==> config.mk <==
export PLATFORM = sky130hd
export DESIGN_NAME = serial_adder_n_flat
export DESIGN_NICKNAME = d
export VERILOG_FILES = /design/src/rtl/adder_pkg.sv /design/src/rtl/serial_adder_n_if.sv /design/src/rtl/add_slice.sv /design/src/rtl/serial_adder_n.sv /design/src/flat_wrapper.sv
export SDC_FILE = /design/constraint.sdc
export NUM_CORES = 1
export LEC_CHECK = 0
export ABC_AREA = 1
export CAP_MARGIN = 20
export CORE_UTILIZATION = 35
export CTS_CLUSTER_DIAMETER = 120
export CTS_CLUSTER_SIZE = 16
export DETAILED_ROUTE_END_ITERATION = 7
export DONT_BUFFER_PORTS = 1
export SYNTH_ARGS = -nofsm -noshare
export SYNTH_HDL_FRONTEND = slang
export SYNTH_SLANG_ARGS = --single-unit
==> constraint.sdc <==
create_clock -name clk -period 2.18 [get_ports clk]
set_input_delay 0.545 -clock clk [delete_from_list [all_inputs] [get_ports clk]]
set_output_delay 0.545 -clock clk [all_outputs]
set_load 0.1 [all_outputs]
==> src/rtl/adder_pkg.sv <==
// Shared definitions for the digit-serial adder: FSM encoding and the
// parameter legality check used at elaboration.
package adder_pkg;

  // Controller states: waiting, stepping through slices, result-valid pulse.
  typedef enum logic [1:0] {
    IDLE = 2'd0,
    RUN  = 2'd1,
    DONE = 2'd2
  } state_t;

  // A configuration is usable when the word splits into whole digits and
  // the word is at least two bits wide (signed overflow needs a sign bit
  // plus one more).
  function automatic bit cfg_legal(int width, int digit);
    return (width >= 2) && (digit >= 1) && (digit <= width) &&
           ((width % digit) == 0);
  endfunction

  // Number of slices processed per operation.
  function automatic int ndig_of(int width, int digit);
    return width / digit;
  endfunction

endpackage

==> src/rtl/serial_adder_n_if.sv <==
// Operation request / result bundle for the digit-serial adder.
//
// Handshake: the requester raises start for one or more cycles with
// A, B, sub and Cin stable. The adder takes the request on a rising edge
// only while it is not busy (idle, or in the single cycle where done is
// high); a request seen while busy is dropped, not queued. busy stays high
// for the whole computation and done pulses for exactly one cycle when S,
// Cout and ovf have been refreshed. Results hold until the next done.
interface serial_adder_n_if #(
  parameter int WIDTH = 8
);
  logic             start;
  logic             sub;
  logic [WIDTH-1:0] A;
  logic [WIDTH-1:0] B;
  logic             Cin;
  logic             busy;
  logic             done;
  logic [WIDTH-1:0] S;
  logic             Cout;
  logic             ovf;

  // Requester side.
  modport master (
    output start, sub, A, B, Cin,
    input  busy, done, S, Cout, ovf
  );

  // Adder side.
  modport slave (
    input  start, sub, A, B, Cin,
    output busy, done, S, Cout, ovf
  );
endinterface

==> src/rtl/add_slice.sv <==
// DIGIT-bit ripple-carry adder built from full-adder cells. Also reports the
// carry into its top bit so the caller can derive signed overflow.
module add_slice #(
  parameter int DIGIT = 1
) (
  input  logic [DIGIT-1:0] a,
  input  logic [DIGIT-1:0] b,
  input  logic             cin,
  output logic [DIGIT-1:0] sum,
  output logic             cout,
  output logic             c_msb
);

  logic [DIGIT:0] c;

  // Ripple the carry through one full-adder cell per bit.
  always_comb begin
    c    = '0;
    sum  = '0;
    c[0] = cin;
    for (int i = 0; i < DIGIT; i++) begin
      sum[i]   = a[i] ^ b[i] ^ c[i];
      c[i + 1] = (a[i] & b[i]) | (c[i] & (a[i] ^ b[i]));
    end
  end

  assign cout  = c[DIGIT];
  assign c_msb = c[DIGIT - 1];

endmodule

==> src/rtl/serial_adder_n.sv <==
// Digit-serial add/subtract unit. Operands are latched on request, then one
// DIGIT-bit slice is added per cycle (LSB slice first) through a single
// shared add_slice, with the carry kept in a register between slices.
// Subtraction is A + ~B + 1. The controller state is visible on dbg_state.
module serial_adder_n
  import adder_pkg::*;
#(
  parameter int WIDTH = 8,
  parameter int DIGIT = 1
) (
  input  logic              clk,
  input  logic              rst_n,
  serial_adder_n_if.slave   bus,
  output state_t            dbg_state
);

  localparam int NDIG  = ndig_of(WIDTH, DIGIT);
  localparam int CNT_W = $clog2(NDIG + 1);
  localparam logic [CNT_W-1:0] LAST_IDX = CNT_W'(NDIG - 1);
  localparam logic [CNT_W-1:0] IDX_ONE  = CNT_W'(1);

  // Reject unusable WIDTH/DIGIT combinations at elaboration.
  if (!cfg_legal(WIDTH, DIGIT)) begin : g_cfg_check
    $error("serial_adder_n: WIDTH must be >= 2 and a multiple of DIGIT");
  end

  state_t           state;
  logic [WIDTH-1:0] a_q;
  logic [WIDTH-1:0] b_q;
  logic             carry_q;
  logic [CNT_W-1:0] idx_q;
  logic             busy_q;
  logic             done_q;
  logic [WIDTH-1:0] s_q;
  logic             cout_q;
  logic             ovf_q;

  logic [DIGIT-1:0] slice_sum;
  logic             slice_cout;
  logic             slice_c_msb;
  logic [WIDTH-1:0] a_shift;
  logic [WIDTH-1:0] b_shift;
  logic [WIDTH-1:0] acc_next;

  // The operand registers always present the slice under work at bit 0.
  add_slice #(
    .DIGIT (DIGIT)
  ) u_slice (
    .a     (a_q[DIGIT-1:0]),
    .b     (b_q[DIGIT-1:0]),
    .cin   (carry_q),
    .sum   (slice_sum),
    .cout  (slice_cout),
    .c_msb (slice_c_msb)
  );

  if (NDIG > 1) begin : g_multi
    // Finished slices, newest at the top; after the last slice the first
    // (LSB) slice has been shifted down to bit 0.
    logic [WIDTH-DIGIT-1:0] acc_q;

    // Shift each new slice result into the partial-result register.
    always_ff @(posedge clk) begin
      if (!rst_n) begin
        acc_q <= '0;
      end else if (state == RUN) begin
        acc_q <= acc_next[WIDTH-1:DIGIT];
      end
    end

    assign acc_next = {slice_sum, acc_q};
    assign a_shift  = {{DIGIT{1'b0}}, a_q[WIDTH-1:DIGIT]};
    assign b_shift  = {{DIGIT{1'b0}}, b_q[WIDTH-1:DIGIT]};
  end else begin : g_single
    // One slice covers the whole word; nothing to collect or shift.
    assign acc_next = slice_sum;
    assign a_shift  = '0;
    assign b_shift  = '0;
  end

  // Controller plus operand/carry/result registers; outputs are registered.
  always_ff @(posedge clk) begin
    if (!rst_n) begin
      state   <= IDLE;
      a_q     <= '0;
      b_q     <= '0;
      carry_q <= 1'b0;
      idx_q   <= '0;
      busy_q  <= 1'b0;
      done_q  <= 1'b0;
      s_q     <= '0;
      cout_q  <= 1'b0;
      ovf_q   <= 1'b0;
    end else begin
      done_q <= 1'b0;
      case (state)
        IDLE, DONE: begin
          if (bus.start) begin
            a_q     <= bus.A;
            b_q     <= bus.sub ? ~bus.B : bus.B;
            carry_q <= bus.sub | bus.Cin;
            idx_q   <= '0;
            busy_q  <= 1'b1;
            state   <= RUN;
          end else begin
            state <= IDLE;
          end
        end
        RUN: begin
          a_q     <= a_shift;
          b_q     <= b_shift;
          carry_q <= slice_cout;
          if (idx_q == LAST_IDX) begin
            idx_q  <= '0;
            busy_q <= 1'b0;
            done_q <= 1'b1;
            s_q    <= acc_next;
            cout_q <= slice_cout;
            ovf_q  <= slice_c_msb ^ slice_cout;
            state  <= DONE;
          end else begin
            idx_q <= idx_q + IDX_ONE;
          end
        end
        default: begin
          busy_q <= 1'b0;
          state  <= IDLE;
        end
      endcase
    end
  end

  assign bus.busy  = busy_q;
  assign bus.done  = done_q;
  assign bus.S     = s_q;
  assign bus.Cout  = cout_q;
  assign bus.ovf   = ovf_q;
  assign dbg_state = state;

endmodule

==> src/flat_wrapper.sv <==
// flat-port wrapper written by rule: the top's interface ports become plain ports
module serial_adder_n_flat import adder_pkg::*;
#(
  parameter int WIDTH = 8,
  parameter int DIGIT = 1
)
  (clk, rst_n, dbg_state, bus_start, bus_sub, bus_A, bus_B, bus_Cin, bus_busy, bus_done, bus_S, bus_Cout, bus_ovf);
  serial_adder_n_if #(.WIDTH(WIDTH)) bus_i ();
  input  logic clk;
  input  logic rst_n;
  output state_t dbg_state;
  input wire logic [$bits(bus_i.start)-1:0] bus_start;
  input wire logic [$bits(bus_i.sub)-1:0] bus_sub;
  input wire logic [$bits(bus_i.A)-1:0] bus_A;
  input wire logic [$bits(bus_i.B)-1:0] bus_B;
  input wire logic [$bits(bus_i.Cin)-1:0] bus_Cin;
  output wire logic [$bits(bus_i.busy)-1:0] bus_busy;
  output wire logic [$bits(bus_i.done)-1:0] bus_done;
  output wire logic [$bits(bus_i.S)-1:0] bus_S;
  output wire logic [$bits(bus_i.Cout)-1:0] bus_Cout;
  output wire logic [$bits(bus_i.ovf)-1:0] bus_ovf;
  assign bus_i.start = bus_start;
  assign bus_i.sub = bus_sub;
  assign bus_i.A = bus_A;
  assign bus_i.B = bus_B;
  assign bus_i.Cin = bus_Cin;
  assign bus_busy = bus_i.busy;
  assign bus_done = bus_i.done;
  assign bus_S = bus_i.S;
  assign bus_Cout = bus_i.Cout;
  assign bus_ovf = bus_i.ovf;
  serial_adder_n #(.WIDTH(WIDTH), .DIGIT(DIGIT)) u_core (.clk(clk), .rst_n(rst_n), .bus(bus_i), .dbg_state(dbg_state));
endmodule
Word-level counts from Yosys, hierarchy flattened

Index checks and enable logic that the tools add are counted.

Output and inout bits: 14
Logic and storage cells: 49
Input bits: 21
Register bits: 42

Mux-type cells: 17
Bitwise gates (word level): 8
Add/subtract/negate cells: 1
Reductions and logical operators: 7
Eq/ne operators: 5

Operators with widths:

| cell                | number |
|---|---|
| $pmux 8 s2          | 2 |
| $mux 8              | 3 |
| $mux 4              | 2 |
| $not 8->8           | 1 |
| $pmux 4 s2          | 1 |
| $reduce_and 2->1    | 4 |
| $mux 1              | 5 |
| $add 4x1->4 const B | 1 |
| $eq 4x3->1 const B  | 1 |
| $ne 2x2->1 const B  | 2 |
| $pmux 1 s2          | 2 |
| $pmux 2 s2          | 1 |
| $xor 1x1->1         | 3 |
| $and 1x1->1         | 2 |
| $eq 2x1->1 const B  | 1 |
| $eq 2x2->1 const B  | 1 |
| $logic_not 2->1     | 1 |
| $mux 2              | 1 |
| $or 1x1->1          | 2 |
| $reduce_bool 2->1   | 1 |
| $reduce_or 2->1     | 1 |

Logic depth before layout (Yosys ltp)

Depth after elaboration: 4
Depth in mapped cells: 8
Gate-level depth less buffers: 7

Modules after synthesis

Synthesis repeated with hierarchy kept, for this count alone.

Cells, all modules: 257
Area total of the unflattened synthesis: 1850.5 um^2

By module, submodules not included:

| module         | seq. area each (um^2) | instances | area each (um^2) | cells an instance |
|---|---|---|---|---|
| serial_adder_n | 840.8                 | 1         | 1823.0           | 255 |
| add_slice      | 0.0                   | 1         | 27.5             | 2 |

Worst setup path before layout

No wires, ideal clock.

Path kind: register -> register
Start point: register u_core.state[0] (netlist: u_core.dbg_state[0])
End point: register u_core.s_q[0] (netlist: u_core.bus.S[0])
Buffers on the path: 1
Data required time: 2.063 ns
Slack: 0.244 ns
Period minus slack after synthesis: 1.936 ns
Setup time: 0.117 ns
Cell stages (with the launch flop): 7
Data arrival time: 1.819 ns
Path through: dfxtp_1 > nand2_2 > inv_4 > nand2_4 > buf_6 > o21ai_2 > nor2_1

Longest elaborated chain between the ends: 2

Ends and longest elaborated chain:

| item                              | RTL line              | source |
|---|---|---|
| start: declaration                | serial_adder_n.sv:27  | `state_t state;` |
| start signal: assignment          | serial_adder_n.sv:84  | `state <= IDLE;` |
| start signal: assignment          | serial_adder_n.sv:104 | `state <= RUN;` |
| start signal: assignment          | serial_adder_n.sv:106 | `state <= IDLE;` |
| $eq 2x1->1                        | serial_adder_n.sv:96  | `case (state)` |
| $reduce_and 2->1 (no source line) | n/a                   |  |
| end signal: assignment            | serial_adder_n.sv:117 | `s_q <= acc_next;` |
| end: declaration                  | serial_adder_n.sv:34  | `logic [WIDTH-1:0] s_q;` |

No other way between the ends.
A chain may end at the register's enable or synchronous reset.

Worst setup path after layout

Start point: register u_core.state[0] (netlist: u_core.dbg_state[0])
End point: output port dbg_state[0]

RTL lines:

| item             | RTL line           | source |
|---|---|---|
| end: declaration | flat_wrapper.sv:11 | `output state_t dbg_state;` |

No word-level cell between the ends.

==> flow_metrics.env <==
export IMPL_die_w_microns=73.9
export IMPL_start_kind="flop"
export IMPL_syn_inst=241
export IMPL_cpMaxStageDelayCell="dfxtp_1"
export IMPL_dr_total_vias=1480
export IMPL_use_met1=0.184
export IMPL_fin_nets=275
export IMPL_fp_dieH_microns=73.9
export IMPL_hp_start="rst_n"
export IMPL_cpPeakStageDelay_ns=0.44
export IMPL_clockBufferDepth=2
export IMPL_fin_crit_sh=0.742
export IMPL_cts_sinks=42
export IMPL_r2r_end="u_core.bus.S[6]"
export IMPL_r2r_cells=6
export IMPL_vdd_drop_max_mv=0.327
export IMPL_grt_met2_usage=0.238
export IMPL_num_rows=25
export IMPL_post_cts_resized=0
export IMPL_cts_buffers=5
export IMPL_grt_max_degree=28
export IMPL_antenna_found_initial=0
export IMPL_busiest_layer="met2"
export IMPL_synth_top_area_share=0.465
export IMPL_syn_nets=264
export IMPL_cts_tree="built"
export IMPL_arrival_ns=1.07
export IMPL_path_max_fanout=5
export IMPL_numPortBuffers=0
export IMPL_synth_common_cells="nand2_1, dfxtp_1, nor2_1, nand3_1, a21oi_1"
export IMPL_globalRouteMet3Util=0.0412
export IMPL_gp_congestion=0.735
export IMPL_syn_area_sq_mm=0.00181
export IMPL_synth_most_common_cell="nand2_1"
export IMPL_grtUsageTotal=0.148
export IMPL_cts_root_buffer="clkbuf_8"
export IMPL_finClkSkew_ns=0.00363
export IMPL_synth_area_top_cells="dfxtp_1, nand2_1, nand3_1"
export IMPL_min_period_ns=1.62
export IMPL_pre_cts_ws_ns=0.654
export IMPL_grt_pass1_vias=1372
export IMPL_worst_ep_required_time_ns=1.63
export IMPL_cp_cell_sequence="buf_4"
export IMPL_detail_route_wl_per_cell_microns=11.4
export IMPL_ctsHoldBuffers=0
export IMPL_dp_cells=312
export IMPL_drive_gt1_frac=0.139
export IMPL_n_antenna_cell=0
export IMPL_hold_path_class="in -> reg"
export IMPL_p_per_area_mw_per_mm2=807
export IMPL_relSlewSlack=0.767
export IMPL_report_final_setup_viol=0
export IMPL_finalWirelength_mm=3.63
export IMPL_reg2reg_slack_ns=0.66
export IMPL_hold_depth=2
export IMPL_max_freq_ghz=0.618
export IMPL_cp_top_family="flip-flops"
export IMPL_drtIter0Drc=43
export IMPL_cap_violations=0
export IMPL_synth_edff_count=0
export IMPL_grt_overflow=0
export IMPL_die_area_sq_mm=0.00546
export IMPL_drcViolationCount=0
export IMPL_clock_latency_ns=0.29
export IMPL_async_reset_ff_frac=0
export IMPL_critPathBufInv=1
export IMPL_yosysTopAreaCell="dfxtp_1"
export IMPL_clk_pin_slew_ns=0.08
export IMPL_grt_pass1_wl_mm=6.10
export IMPL_tns_ns=0
export IMPL_tightest_slew_ns=0.350
export IMPL_initial_core_util=0.373
export IMPL_drtPass1Iterations=4
export IMPL_area_growth_syn_to_layout_pct=13.0
export IMPL_power_leakage_nw=0.983
export IMPL_min_to="u_core.bus.S[0]"
export IMPL_critPathCaptureType="primary output"
export IMPL_finalHoldViolCount=0
export IMPL_grt_setup_unrepaired="false"
export IMPL_avgSynthCellArea_sq_um=7.50
export IMPL_h_tree_depth=2
export IMPL_ys_ff_latch=42
export IMPL_final_max_slew_viol_count=0
export IMPL_ys_flop_type="dfxtp_1"
export IMPL_instances_no_fill=319
export IMPL_r2r_start="u_core.dbg_state[0]"
export IMPL_ant_nets=0
export IMPL_dp_hpwl_mm=2.45
export IMPL_seq_area_frac_synth=0.465
export IMPL_synth_cell_types=27
export IMPL_critPathKind="reg -> out"
export IMPL_cts_setup_buffers=0
export IMPL_worst_slack_ns=0.563
export IMPL_core_sq_mm=0.00485
export IMPL_io_pins=35
export IMPL_yosys_warnings=0
export IMPL_outcome="complete, no violations"
export IMPL_via_per_inst=4.64
==> power breakdown <==
group | internal (W) | switching [W]
sequential | 0.000808 | 0.0000290
clock | 0.000367 | 0.000262
combinational | 0.0000620 | 0.000121
total | 0.00124 | 0.000412
==> registers in the layout, indices dropped and copies added (netlist names) <==
name and flops:
u_core.b_q 8, u_core.a_q 8, u_core.bus.done 1, u_core.bus.Cout 1
u_core.dbg_state 2, u_core.bus.S 8, u_core.idx_q 4, u_core.carry_q 1
u_core.bus.ovf 1, u_core.bus.busy 1, u_core.g_multi.acc_q 7
==> layer usage <==
| metal | wire length [microns] | share of wire |
|---|---|---|
| met1 | 1790 | 0.49 |
| met3 | 207 | 0.057 |
| met2 | 1550 | 0.43 |
| met5 | 0 | 0 |
| met4 | 73 | 0.020 |
==> worst max-delay path by stage <==
| stage | start | end | slack, ns | depth (start not counted) |
|---|---|---|---|---|
| 2_1_floorplan | u_core.dbg_state[0] | u_core.bus.S[0] | 0.24 | 6 |
| 3_3_place_gp | u_core.dbg_state[0] | u_core.bus.S[7] | 0.72 | 6 |
| 3_5_place_dp | u_core.dbg_state[0] | u_core.bus.S[6] | 0.65 | 6 |
| 4_1_cts | u_core.dbg_state[0] | dbg_state[0] | 0.56 | 1 |
| 5_1_grt | u_core.dbg_state[0] | u_core.bus.Cout | 0.50 | 6 |
| 6_report | u_core.dbg_state[0] | dbg_state[0] | 0.56 | 1 |
==> cells in the final DEF (no fill, tap or decap), drive strengths merged <==
master / instances
inv: 16
nand3: 25
nor2: 30
fa: 1
xor2: 8
or2: 1
ha: 1
nand2: 75
bufinv: 1
o21a: 1
o21ai: 12
a21oi: 16
and2: 1
clkbuf: 6
buf: 15
nand4: 1
dfxtp: 42
==> metrics by stage <==
stage                     cell area [sq um]  utilization  hold WS [ns]  total power [W]
after floorplan                        1810            -         0.435          0.00102
after global placement                 1930        0.398         0.453          0.00104
after detailed placement               1930        0.398         0.456          0.00104
after CTS                              2040        0.421         0.347          0.00166
after global routing                   2040        0.421         0.352          0.00172
final                                  2040        0.421         0.352          0.00165
==> area by class of cell <==
| type | count | area [sq um] |
|---|---|---|
| fillers | 507 | 2810 |
| flip-flops and latches | 42 | 841 |
| inverters | 16 | 62.6 |
| multi-input cells | 172 | 831 |
| repair buffers | 15 | 113 |
| clock buffers | 6 | 82.6 |
| well taps | 67 | 83.8 |
| clock inverters | 1 | 30.0 |
==> logic make-up (layout without fill, tap and decap cells) <==
group / Yosys count / after routing / share of synthesized area
AND/OR/NAND/NOR: 133 / 133 / 0.319
flip-flops: 42 / 42 / 0.465
XOR/XNOR: 8 / 8 / 0.0388
adder cells (fa/ha/maj): 2 / 2 / 0.0180
AO/OA/AOI/OAI: 29 / 29 / 0.0837
buffers and inverters: 27 / 38 / 0.0754
Power figures use the tool's default switching activity.
